[src/rtl/mac16_accum.sv]
// Multiply-accumulate stage: registers operand pairs, multiplies them in mul16 and
// accumulates per-frame sums, presenting each frame result on a held valid/ready output.

module mul16 (
    input  logic [15:0] a,
    input  logic [15:0] b,
    output logic [31:0] o
);
    assign o = a * b;
endmodule

module mac16_accum #(
    parameter int ACC_W = 40,
    parameter int CNT_W = 8
) (
    input  logic             clk,
    input  logic             rst,
    input  logic             clr,
    input  logic             in_valid,
    output logic             in_ready,
    input  logic [15:0]      in_a,
    input  logic [15:0]      in_b,
    input  logic             in_last,
    output logic             out_valid,
    input  logic             out_ready,
    output logic [ACC_W-1:0] out_acc,
    output logic [CNT_W-1:0] out_count,
    output logic             out_ovf
);
    typedef enum logic [1:0] {IDLE, ACCUM, HOLD} state_t;

    state_t             r_state;
    logic               r_s1_valid;
    logic [15:0]        r_s1_a;
    logic [15:0]        r_s1_b;
    logic               r_s1_last;
    logic [ACC_W-1:0]   r_acc;
    logic [CNT_W-1:0]   r_count;
    logic               r_ovf;
    logic               r_out_valid;
    logic [ACC_W-1:0]   r_out_acc;
    logic [CNT_W-1:0]   r_out_count;
    logic               r_out_ovf;

    logic               w_adv;
    logic               w_xfer;
    logic               w_acc_en;
    logic               w_load;
    logic [31:0]        w_prod;
    logic [ACC_W:0]     w_sum;
    logic [CNT_W-1:0]   w_cnt_n;
    logic               w_ovf_n;

    // A held, unaccepted result stalls the whole pipe.
    assign w_adv    = !r_out_valid || out_ready;
    assign in_ready = w_adv && !rst;
    assign w_xfer   = in_valid && in_ready;
    assign w_acc_en = w_adv && r_s1_valid && !clr;
    assign w_load   = w_acc_en && r_s1_last;

    mul16 u_mul16 (
        .a (r_s1_a),
        .b (r_s1_b),
        .o (w_prod)
    );

    assign w_sum   = {1'b0, r_acc} + {{(ACC_W-31){1'b0}}, w_prod};
    assign w_ovf_n = r_ovf || w_sum[ACC_W];
    assign w_cnt_n = (&r_count) ? r_count : r_count + 1'b1;

    always_ff @(posedge clk or posedge rst) begin
        if (rst) begin
            r_state     <= IDLE;
            r_s1_valid  <= 1'b0;
            r_s1_a      <= '0;
            r_s1_b      <= '0;
            r_s1_last   <= 1'b0;
            r_acc       <= '0;
            r_count     <= '0;
            r_ovf       <= 1'b0;
            r_out_valid <= 1'b0;
            r_out_acc   <= '0;
            r_out_count <= '0;
            r_out_ovf   <= 1'b0;
        end else begin
            if (clr)
                r_s1_valid <= 1'b0;
            else if (w_adv)
                r_s1_valid <= in_valid;

            if (w_xfer) begin
                r_s1_a    <= in_a;
                r_s1_b    <= in_b;
                r_s1_last <= in_last;
            end

            if (clr) begin
                r_acc   <= '0;
                r_count <= '0;
                r_ovf   <= 1'b0;
            end else if (w_acc_en) begin
                if (r_s1_last) begin
                    // Next frame starts clean on the same edge the result loads.
                    r_acc   <= '0;
                    r_count <= '0;
                    r_ovf   <= 1'b0;
                end else begin
                    r_acc   <= w_sum[ACC_W-1:0];
                    r_count <= w_cnt_n;
                    r_ovf   <= w_ovf_n;
                end
            end

            if (w_load) begin
                r_out_valid <= 1'b1;
                r_out_acc   <= w_sum[ACC_W-1:0];
                r_out_count <= w_cnt_n;
                r_out_ovf   <= w_ovf_n;
            end else if (out_ready) begin
                r_out_valid <= 1'b0;
            end

            case (r_state)
                IDLE, ACCUM: begin
                    if (w_load)
                        r_state <= HOLD;
                    else if (clr)
                        r_state <= IDLE;
                    else if (w_acc_en)
                        r_state <= ACCUM;
                end
                HOLD: begin
                    if (w_load)
                        r_state <= HOLD;
                    else if (out_ready)
                        r_state <= (w_acc_en || (r_count != '0 && !clr)) ? ACCUM : IDLE;
                end
                default: r_state <= IDLE;
            endcase
        end
    end

    assign out_valid = r_out_valid;
    assign out_acc   = r_out_acc;
    assign out_count = r_out_count;
    assign out_ovf   = r_out_ovf;

endmodule

[config.mk]
export PLATFORM = sky130hd
export DESIGN_NAME = mac16_accum
export DESIGN_NICKNAME = d
export VERILOG_FILES = /design/src/rtl/mac16_accum.sv
export SDC_FILE = /design/constraint.sdc
export NUM_CORES = 1
export LEC_CHECK = 0
export CAP_MARGIN = 40
export CORE_ASPECT_RATIO = 1.5
export CORE_UTILIZATION = 62
export CTS_CLUSTER_DIAMETER = 30
export DETAILED_ROUTE_END_ITERATION = 7
export HOLD_SLACK_MARGIN = 0.12
export PLACE_DENSITY = 0.88
export SYNTH_ARGS = -nofsm -noshare
export SYNTH_HDL_FRONTEND = slang
export SYNTH_SLANG_ARGS = --single-unit
export TNS_END_PERCENT = 10
[constraint.sdc]
create_clock -name clk -period 7.4 [get_ports clk]
set_clock_uncertainty 0.2 [all_clocks]
set_input_delay 1.85 -clock clk [delete_from_list [all_inputs] [get_ports clk]]
set_output_delay 1.85 -clock clk [all_outputs]
set_load 0.005 [all_outputs]
== Word-level counts from Yosys, hierarchy flattened ==
Cells that the tools add are included.
Storage, ports and cells
  flip-flop bits (word level): 133
  input port bits: 38
  logic and storage cells: 42
Operators by class
  $add $sub $neg: 2
  $mul: 1
  multiplexer cells: 14
  reduce and logical (&&, ||, !) cells: 14
Operator list (number)
  $mux W40: 3
  $add A40 B32 Y41: 1
  $mul A16 B16 Y32: 1
  $mux W8: 4
  $add A8 B1 Y8 const B: 1
  $reduce_and A8 Y1: 1
  $mux W1: 7
  $reduce_bool A2 Y1: 3
  $logic_and A1 B1 Y1: 5
  $logic_not A1 Y1: 3
  $logic_or A1 B1 Y1: 2

== Logic depth before layout (Yosys ltp) ==
Gate-level depths: netlist of run 1.
  word-level depth: 6
  gate-level depth with buffers: 24
  mapped depth without buffers: 22

== Modules after synthesis ==
Synthesis of run 1 repeated with hierarchy kept, for this count alone.
Second synthesis, totals
  cell total of the unflattened synthesis: 1699
  area total of the unflattened synthesis: 15546.2 sq um
By module, submodules not included
  mul16: times used 1, cells an instance 996, area an instance 8583.2 sq um, sequential area each 0.0 sq um
  mac16_accum: times used 1, cells an instance 703, area an instance 6962.9 sq um, sequential area each 3328.2 sq um

== Least setup slack after synthesis of run 1 ==
Ideal clock, no wire load.
  kind: input-to-output
  start point: in rst
  end point: out in_ready
  data arrival time: 5001 ps
  required time: 5350 ps
  path slack: 349 ps
  stages on the path: 2
  path through: inv_1 -> and2_1
Between the ends
  longest elaborated chain between the ends: 2
Ends and longest elaborated chain
  from (decl): line 17  | input logic rst,
  $logic_not A1 Y1 (no source line)
  $logic_and A1 B1 Y1: line 56  | assign in_ready = w_adv && !rst;
  to (decl): line 20  | output logic in_ready,
Every way passes these cells.

== Final worst setup path of run 1 ==
  start point: reg r_s1_b[7]
  end point: reg r_acc[38]
Between the ends
  longest elaborated chain between the ends: 5
Ends and longest elaborated chain
  from (decl): line 35  | logic [15:0] r_s1_b;
  from (signal assigned): line 93  | r_s1_b <= in_b;
  $mul A16 B16 Y32: line 9  | assign o = a * b;
  $add A40 B32 Y41: line 67  | assign w_sum = {1'b0, r_acc} + {{(ACC_W-31){1'b0}}, w_prod};
  $mux W40: line 102  | if (r_s1_last) begin
  $mux W40: line 101  | end else if (w_acc_en) begin
  $mux W40: line 97  | if (clr) begin
  to (signal assigned): line 108  | r_acc <= w_sum[ACC_W-1:0];
  to (decl): line 37  | logic [ACC_W-1:0] r_acc;
Every way passes these cells. The select of a mux whose other input is x is not followed.
A chain may end at the register's enable or synchronous reset.

==> impl_metrics.tcl, run 1 <==
set metrics [dict create \
    synth_edf_count 0 \
    h-tree-depth 4 \
    critPathCaptureType "flip-flop" \
    drc 0 \
    drt_iter0_drc 828 \
    status "completed" \
    synthTopCellsByArea "fa_1 (30%), dfrtp_1 (22%), ha_1 (9.2%)" \
    rrSetupSlack_ns 0.64 \
    diodes 0 \
    clk_pin_slew_ns 0.07 \
    multi_input_area_um2 10200 \
    finalCriticalPeriod_ns 6.76 \
    drive_gt1_frac 0.0619 \
    hold_path.class "flip-flop to flip-flop" \
    tns_ns 0 \
    insertion_delay_ns 0.46 \
    setup_violations 0 \
    synth.distinct_cells 57 \
    min_period_over_period 0.914 \
    synthToLayoutAreaGrowth_pct 11.6 \
    rsz0062_at_grt "no" \
    grt-ovfl-total 0 \
    synth_top_cell_by_area "fa_1" \
    drt_first_pass_iters 5 \
    ys.flop_type "dfrtp_1" \
    post_cts_resized 0 \
    dieArea_um2 25000 \
    synth.net_count 1995 \
    maxCapViolCount 0 \
    path_max_fanout 17 \
    crit_family "adder cells" \
    cpPeakStageDelay_ns 0.74 \
    cts_root_buf "clkbuf_16" \
    ctsHoldBuffers 0 \
    netlist_area_um2 15100 \
    syn_inst 1620 \
    core_area_um2 23800 \
    cts_tree "built" \
    grt_pass1_vias 12400 \
    cp.required_ns 7.54 \
    worstPathCellList "nand2_1 > fa_1 > inv_1 > fa_1 > inv_1 > fa_1 > inv_1 > fa_1 > fa_1 > inv_1 > fa_1 > inv_1 > ha_1 > a211o_1 > a21oi_1 > a211oi_1 > nor2_1 > a311oi_1 > o211ai_1 > a31o_2 > mux2_2" \
    crit_slowest_cell "dfrtp_1" \
    grt_pass1_wl_um 61800 \
    nFillCells 1694 \
    num_vias 11500 \
    post_cts_buffers 0 \
    path_common_cell "fa_1" \
    layout.nets 2041 \
    clock.fmax_ghz 0.148 \
    report.final.slew_viol_count 0 \
    slew_headroom 0.516 \
    ys_warn_count 0 \
    gp_congestion 0.960 \
    rows 69 \
    clk_path_buf_depth 2 \
    die_h_um 193 \
    ys_seq_area_frac 0.220 \
    vias_per_cell 5.75 \
    tightest_slew_ns 0.726 \
    drt-wirelength-per-cell_um 18.1 \
    final_antenna_net_count 0 \
    ys_ff_latch 133 \
    worstSetupStartpointType "flip-flop" \
    num_io_pins 89 \
    synth_async_sr_flop_share 1.00 \
    wirelength_um 36200 \
    critPathBufInv 5 \
    antenna_found_initial 0 \
    synth_top_area_frac 0.300 \
    final_hold_viol_count 0 \
    seq_area_um2 3330 \
    cts.sinks 133 \
    worstSetupPathType "flip-flop to flip-flop" \
    cp.arrival_ns 6.91 \
    fp.dieW_um 129 \
    grt_usage 0.324 \
    start_util 0.634 \
    avgSynthCellArea_um2 9.32 \
    dp_hpwl_um 27200 \
    grt_max_degree 56 \
    port_buffers 88 \
    cts_buffers 17 \
]
==> worst paths after layout <==
| check | from | to | cells past startpoint |
|---|---|---|---|
| setup reg to reg | r_s1_b[7] | r_acc[38] | 21 |
| max in group asynchronous | rst | r_s1_a[10] | 4 |
| hold reg to reg | out_acc[4] | out_acc[4] | 2 |
| min in group asynchronous | rst | out_acc[3] | 2 |
| setup / recovery | r_s1_b[7] | r_acc[38] | 21 |
| hold / removal | out_acc[4] | out_acc[4] | 2 |
==> registers in the layout (all words and copies together), names as in the netlist <==
signal / flops
r_s1_valid: 1
out_acc: 40
out_valid: 1
r_s1_last: 1
r_count: 8
out_ovf: 1
r_s1_b: 16
r_s1_a: 16
r_acc: 40
r_ovf: 1
out_count: 8
==> per-stage QoR <==
stage / instances / cell area (um^2) / setup slack, ns / hold WS, ns / utilization
after detailed placement: 1966 / 16200 / 0.680 / 0.263 / 0.681
after global placement: 1965 / 16200 / 0.936 / 0.257 / 0.680
after global routing: 1998 / 16800 / 0.252 / 0.310 / 0.707
final: 1998 / 16800 / 0.636 / 0.284 / 0.707
after floorplan: 1620 / 15100 / 0.349 / 0.250 / -
after CTS: 1998 / 16800 / 0.648 / 0.288 / 0.707
==> placed cells by master (no fill, tap or decap), drive strengths merged, types with 12 or more instances in the layout <==
| master | netlist | final |
|---|---|---|
| and2 | 124 | 124 |
| nand2 | 250 | 250 |
| xnor2 | 19 | 19 |
| clkbuf | 66 | 17 |
| nand4 | 13 | 13 |
| ha | 111 | 111 |
| clkdlybuf4s50 | 0 | 88 |
| a22o | 25 | 25 |
| o21ai | 50 | 50 |
| buf | 7 | 12 |
| xor2 | 13 | 13 |
| dfrtp | 133 | 133 |
| inv | 336 | 344 |
| nand3 | 20 | 20 |
| a21oi | 49 | 49 |
| mux2 | 41 | 41 |
| fa | 226 | 226 |
| a21o | 19 | 19 |
| nor2 | 24 | 24 |
==> Yosys cell counts (4+ instances only) <==
| master | n |
|---|---|
| a21boi_0 | 4 |
| a21o_1 | 19 |
| a21oi_1 | 47 |
| a22o_1 | 24 |
| a31oi_1 | 9 |
| and2_1 | 124 |
| and3_1 | 8 |
| buf_2 | 6 |
| clkbuf_1 | 66 |
| dfrtp_1 | 133 |
| fa_1 | 226 |
| ha_1 | 111 |
| inv_1 | 336 |
| mux2_2 | 40 |
| nand2_1 | 249 |
| nand3_1 | 20 |
| nand4_1 | 13 |
| nor2_1 | 23 |
| nor3_1 | 8 |
| o211ai_1 | 6 |
| o21a_1 | 4 |
| o21ai_0 | 48 |
| o31ai_1 | 9 |
| or3_1 | 4 |
| or4_1 | 4 |
| xnor2_1 | 19 |
| xor2_1 | 13 |
==> layout make-up <==
cell class	count	area share
clock buffer	17	0.0253
clock inverter	15	0.0122
inverter	336	0.0752
multi-input combinational	1078	0.608
sequential	133	0.198
tap	319	0.0237
timing repair buffer	100	0.0581
==> layer usage <==
metal | global-route usage | vias to the layer above | share of wire
met5 | 0 | - | 0
met4 | 0.161 | 0 | 0.043
met3 | 0.0494 | 115 | 0.060
met1 | 0.394 | 5746 | 0.38
li1 | - | 5105 | -
met2 | 0.562 | 522 | 0.52
==> kinds of logic after synthesis <==
group           synth area share
flops                      0.220
buf+inv                    0.102
mux                       0.0328
xor+xnor                  0.0186
compound gates            0.0859
simple gates               0.148
fa+ha+maj                  0.392
==> worst register-to-register path, stage by stage, from the launching register on <==
cell and delay, ns:
dfrtp_1 0.74, nand2_1 0.19, fa_1 0.56, inv_1 0.05, fa_1 0.49, inv_1 0.05, fa_1 0.53, inv_1 0.05
fa_1 0.38, fa_1 0.58, inv_1 0.08, fa_1 0.49, inv_1 0.05, ha_1 0.42, a211o_1 0.17, a21oi_1 0.10
a211oi_1 0.24, nor2_1 0.09, a311oi_1 0.44, o211ai_1 0.24, a31o_2 0.27, mux2_2 0.25
Power of run 1 is not shown: default switching activity piles up to over one toggle a cycle in this logic, so the estimate is an artifact.
==> run 2, diff against run 1 <==
--- a/config.mk
+++ b/config.mk
@@ -7,6 +7,7 @@
 export LEC_CHECK = 0
 export CAP_MARGIN = 40
 export CORE_ASPECT_RATIO = 1.5
+export CORE_MARGIN = 1
 export CORE_UTILIZATION = 62
 export CTS_CLUSTER_DIAMETER = 30
 export DETAILED_ROUTE_END_ITERATION = 7
==> results of run 2 <==
Final layout, timing and power as in run 1 (identical DEF).
Power of run 2 is left out for the same reason.
